--- config.mk ---
export PLATFORM = sky130hd
export DESIGN_NAME = function04
export DESIGN_NICKNAME = d
export VERILOG_FILES = /design/src/rtl/function04_pkg.sv /design/src/rtl/function04_core.sv /design/src/rtl/function04.sv
export SDC_FILE = /design/constraint.sdc
export NUM_CORES = 1
export LEC_CHECK = 0
export CORE_AREA = 2 2 39 41
export DETAILED_ROUTE_END_ITERATION = 6
export DIE_AREA = 0 0 41 43
export GPL_ROUTABILITY_DRIVEN = 1
export PLACE_DENSITY = 0.69
export SLEW_MARGIN = 20
export SYNTH_ARGS = -nofsm -noshare
export SYNTH_HDL_FRONTEND = slang
export SYNTH_SLANG_ARGS = --single-unit
--- constraint.sdc ---
create_clock -name clk -period 3.1 [get_ports clk]
set_input_delay 0.62 -clock clk [delete_from_list [all_inputs] [get_ports clk]]
set_output_delay 0.62 -clock clk [all_outputs]
set_load 0.02 [all_outputs]
--- src/rtl/function04_pkg.sv ---
// rtl/function04_pkg.sv - shared constants and reference evaluator for function04
package function04_pkg;

    // Bit i holds f for input index i = {a,b,c}.
    localparam logic [7:0] F04_TT = 8'b1110_0010;

    // Default width of the f-high cycle counter.
    localparam int F04_CNT_W = 8;

    // Table lookup form of the function.
    function automatic logic f04_eval(input logic a, input logic b, input logic c);
        logic [2:0] idx;
        idx = {a, b, c};
        return F04_TT[idx];
    endfunction

endpackage

--- src/rtl/function04_core.sv ---
// rtl/function04_core.sv - combinational core f = a&b | ~b&c
module function04_core (
    input  logic a,
    input  logic b,
    input  logic c,
    output logic f
);

    // Sum-of-products form; b selects between a (b=1) and c (b=0).
    assign f = (a & b) | (~b & c);

endmodule

--- src/rtl/function04.sv ---
// rtl/function04.sv - 3-input function with registered copy, edge pulses and saturating high counter
module function04
    import function04_pkg::*;
#(
    parameter int CNT_W = F04_CNT_W
) (
    input  logic             a,
    input  logic             b,
    input  logic             c,
    output logic             f,
    input  logic             clk,
    input  logic             reset_n,
    output logic             f_q,
    output logic             f_rise,
    output logic             f_fall,
    output logic [CNT_W-1:0] hi_cnt
);

    localparam logic [CNT_W-1:0] CNT_MAX = {CNT_W{1'b1}};
    localparam logic [CNT_W-1:0] CNT_ONE = {{(CNT_W-1){1'b0}}, 1'b1};

    // The combinational result is independent of clk and reset_n.
    function04_core u_core (
        .a (a),
        .b (b),
        .c (c),
        .f (f)
    );

    // Observation stage: edge pulses use the pre-edge f_q, counter holds at all-ones.
    always_ff @(posedge clk or negedge reset_n) begin
        if (!reset_n) begin
            f_q    <= 1'b0;
            f_rise <= 1'b0;
            f_fall <= 1'b0;
            hi_cnt <= '0;
        end else begin
            f_q    <= f;
            f_rise <= f & ~f_q;
            f_fall <= ~f & f_q;
            if (f && (hi_cnt != CNT_MAX)) begin
                hi_cnt <= hi_cnt + CNT_ONE;
            end
        end
    end

endmodule

==> out/qor.csv <==
stage,metric,value,unit
synth,main combinational cell family by area after synthesis,simple AND/OR/NAND/NOR gates,
route,vias per cell,5.18,
clocking,CTS tree,built,
power_and_ir_drop,peak supply drop,0.000440,V
worst_setup_path,CP top delay family,buffers and inverters,
final_layout,Reg area,275,um2
sta,Relative slew margins,0.669,
clocking,Post-CTS Hold Fix Bufs,0,
power_and_ir_drop,P_int,0.387,mW
sta,"Worst Setup Slack, final",240,ps
synth,Yosys top cell area share,0.521,
route,post-route ant nets,0,
synth,Post-synth EDFFs,0,
clocking,CTS buffer count,3,
synth,Post-Synth XOR/XNOR Area,0.0166,
placement,"Cell Area, Placed",708,um2
sta,"Hold Vio Cnt, Final",0,
power_and_ir_drop,Pleak,0.289,nW
clocking,clk slew on worst S/H paths,70,ps
clocking,Clock Tree Buf Depth,2,
synth,post-synthesis cell area,528,um2
synth,post-synthesis mux area share,0.140,
placement,Placed Instances,75,
power_and_ir_drop,Comb pwr share,0.456,
grt,vias in the first global route,376,
synth,Synth area leaders,"dfrtp_1, mux2_2, o31ai_4, mux2_4, nand2_1",
clocking,CTS root buffer,clkbuf_4,
worst_setup_path,Critical Path RT,2480,ps
worst_setup_path,R2R setup slack,1450,ps
worst_setup_path,largest stage delay on the critical path,570,ps
synth,Synth area leader,dfrtp_1,
clocking,clock sinks,11,
final_layout,post-route insts no fill,79,
synth,complex-gate fraction of the synthesized area,0.107,
route,DR WL/cell,13.5,um
placement,"worst slack, placed",244,ps
route,initial drt markers,4,
synth,post-synthesis sequential area ratio,0.521,
clocking,H-tree levels,1,
sta,Final Cycle Share,0.923,
route,DRT Pass-1 Iters,4,
clocking,Post-CTS Setup Inserts,0,
placement,port bufs,16,
synth,Post-Syn Nets,49,
synth,Syn Inst Count,43,
final_layout,Area Growth Syn to Fin,39.1,%
sta,fmax,0.350,GHz
synth,Post-Synth Simple-Gate Area,0.185,
floorplan,die area,1760,um2
power_and_ir_drop,NetSw,0.257,mW
placement,dpl hpwl,787,um
worst_setup_path,Worst setup SP type,input pin,
floorplan,core area,1380,um2
synth,Synth Register Bits,11,
worst_setup_path,WS Path Type,in2out,
final_layout,Multi-input gate area,249,um2
clocking,Clock Latency Late Sink,270,ps
outcome,outcome,finished clean,
worst_setup_path,endpoint class of the critical path,output port,
power_and_ir_drop,Tot Pwr,0.644,mW
final_layout,Filler cells,140,
worst_setup_path,CP bufs+invs,3,
worst_setup_path,CP cell instances,"clkdlybuf4s50_1, mux2i_2, inv_2, clkdlybuf4s50_1",
sta,minimum clock period,2860,ps
grt,pin count of the biggest net entering global routing,12,
sta,Setup Skew,6.62,ps
sta,Worst-Margin Slew,494,ps
floorplan,Initial Utilization,0.382,
worst_setup_path,Worst path slowest cell,clkdlybuf4s50_1,
route,vias,409,
route,DRC viols,0,
synth,Synth cell types,23,
synth,most common cell in the synthesized netlist,dfrtp_1,
power_and_ir_drop,sw frac,0.399,
synth,Main synth FF type,dfrtp_1,
final_layout,share of cells above drive strength 1,0.190,
floorplan,Cell Rows,14,
final_layout,Layout Nets,70,
sta,TNS Setup,0,ps
floorplan,die height,43,um
hold_path,HP Class,reg2reg,
placement,routability congestion estimate from global placement,0.729,
worst_setup_path,CP most frequent cell,clkdlybuf4s50_1,
sta,fin. max-slew vios,0,
synth,asr flop ratio synth,1.00,
final_layout,# diodes,0,
grt,global route total overflow,0,
grt,first-pass GRT wire length,1.71,mm
sta,Setup-failing EPs final,0,
worst_setup_path,critical path peak fanout,7,
power_and_ir_drop,power share of the sequential group,0.397,
hold_path,hold wc startpoint,f_q$_DFF_PN0_,
grt,GRT Total Usage,0.153,
final_layout,Post-Layout Inst Area,734,um2
worst_setup_path,Worst R2R Start,hi_cnt[0]$_DFFE_PN0P_,
clocking,# resized after CTS,0,
sta,RSZ-0062 raised after global routing,false,
grt,initial antenna violation count,0,
floorplan,Chip Width,41,um
synth,YS warnings,0,
synth,Synth Area in Adders,0.0237,
synth,top post-synthesis cells by count,"dfrtp_1, nand2_1, mux2_2",
job,Max-Cap Viols,0,
power_and_ir_drop,Clock Power Share,0.147,
route,drt total wl,1.07,mm
floorplan,# IOs,17,
synth,Mapped Avg Cell Area,12.3,um2
worst_setup_path,"Data arrival, critical path",2240,ps
power_and_ir_drop,PD cells,877,nW/um2
worst_setup_path,Setup crit start,b,
final cells by class:
type / count / area share
well taps: 16 / 0.0273
clock buffers: 4 / 0.0358
inverters: 1 / 0.00511
flip-flops and latches: 11 / 0.375
multi-input cells: 31 / 0.339
repair buffers: 16 / 0.218
metal layers:
layer / global-route usage / wire length (um)
met5: 0 / 0
met4: 0.120 / 14
met3: 0.0314 / 66
met2: 0.219 / 529
met1: 0.189 / 454
path summary, 6_finish.rpt:
check                                        end  cells past startpoint
min                             f_rise$_DFF_PN0_                      1
max in group asynchronous  hi_cnt[1]$_DFFE_PN0P_                      1
max reg2reg                hi_cnt[6]$_DFFE_PN0P_                      4
min in group asynchronous       f_rise$_DFF_PN0_                      1
max                                            f                      4
min reg2reg                     f_rise$_DFF_PN0_                      1
power groups by stage:
stage	Sequential (mW)	Clock (mW)	Combinational [mW]
global placement	0.255	0	0.290
finish	0.256	0.0945	0.294
detailed placement	0.256	0	0.295
global route	0.265	0.107	0.317
floorplan	0.301	0	0.116
CTS	0.254	0.100	0.297
worst register-to-register path: stages (launching register included):
cell and delay, ps:
dfrtp_1 430, ha_1 240, nand2_1 190, nor4b_2 330, mux2_2 360
placed cells by master (no fill, tap or decap):
| cell type | n |
|---|---|
| a21oi_1 | 2 |
| a41oi_1 | 1 |
| and2_2 | 1 |
| clkbuf_1 | 1 |
| clkbuf_4 | 3 |
| clkdlybuf4s50_1 | 16 |
| dfrtp_1 | 11 |
| ha_1 | 1 |
| inv_2 | 1 |
| mux2_1 | 1 |
| mux2_2 | 3 |
| mux2_4 | 1 |
| mux2i_2 | 1 |
| nand2_1 | 4 |
| nand2b_1 | 1 |
| nand3_1 | 2 |
| nand4_1 | 2 |
| nor2_1 | 2 |
| nor3_1 | 2 |
| nor3b_1 | 1 |
| nor4b_2 | 1 |
| o2111a_1 | 1 |
| o21ai_0 | 1 |
| o31ai_4 | 1 |
| or3_1 | 1 |
| xnor2_1 | 1 |
registers in the layout (all words and copies together), names as in the netlist:
register and count:
hi_cnt 8, f_q 1, f_fall 1, f_rise 1
stage by stage:
step	util	hold WS, ps
final	0.531	455
after global routing	0.531	483
after CTS	0.531	458
after detailed placement	0.512	454
after global placement	0.512	451
after floorplan	-	324
cells by family (layout without fill, tap and decap cells):
group                    Yosys count  in the layout
flip-flops                        11             11
adder cells (fa/ha/maj)            1              1
XOR/XNOR                           1              1
AO/OA/AOI/OAI                      6              6
multiplexers                       6              6
AND/OR/NAND/NOR                   17             17
buffers and inverters              1             21
Power figures use the tool's default switching activity.
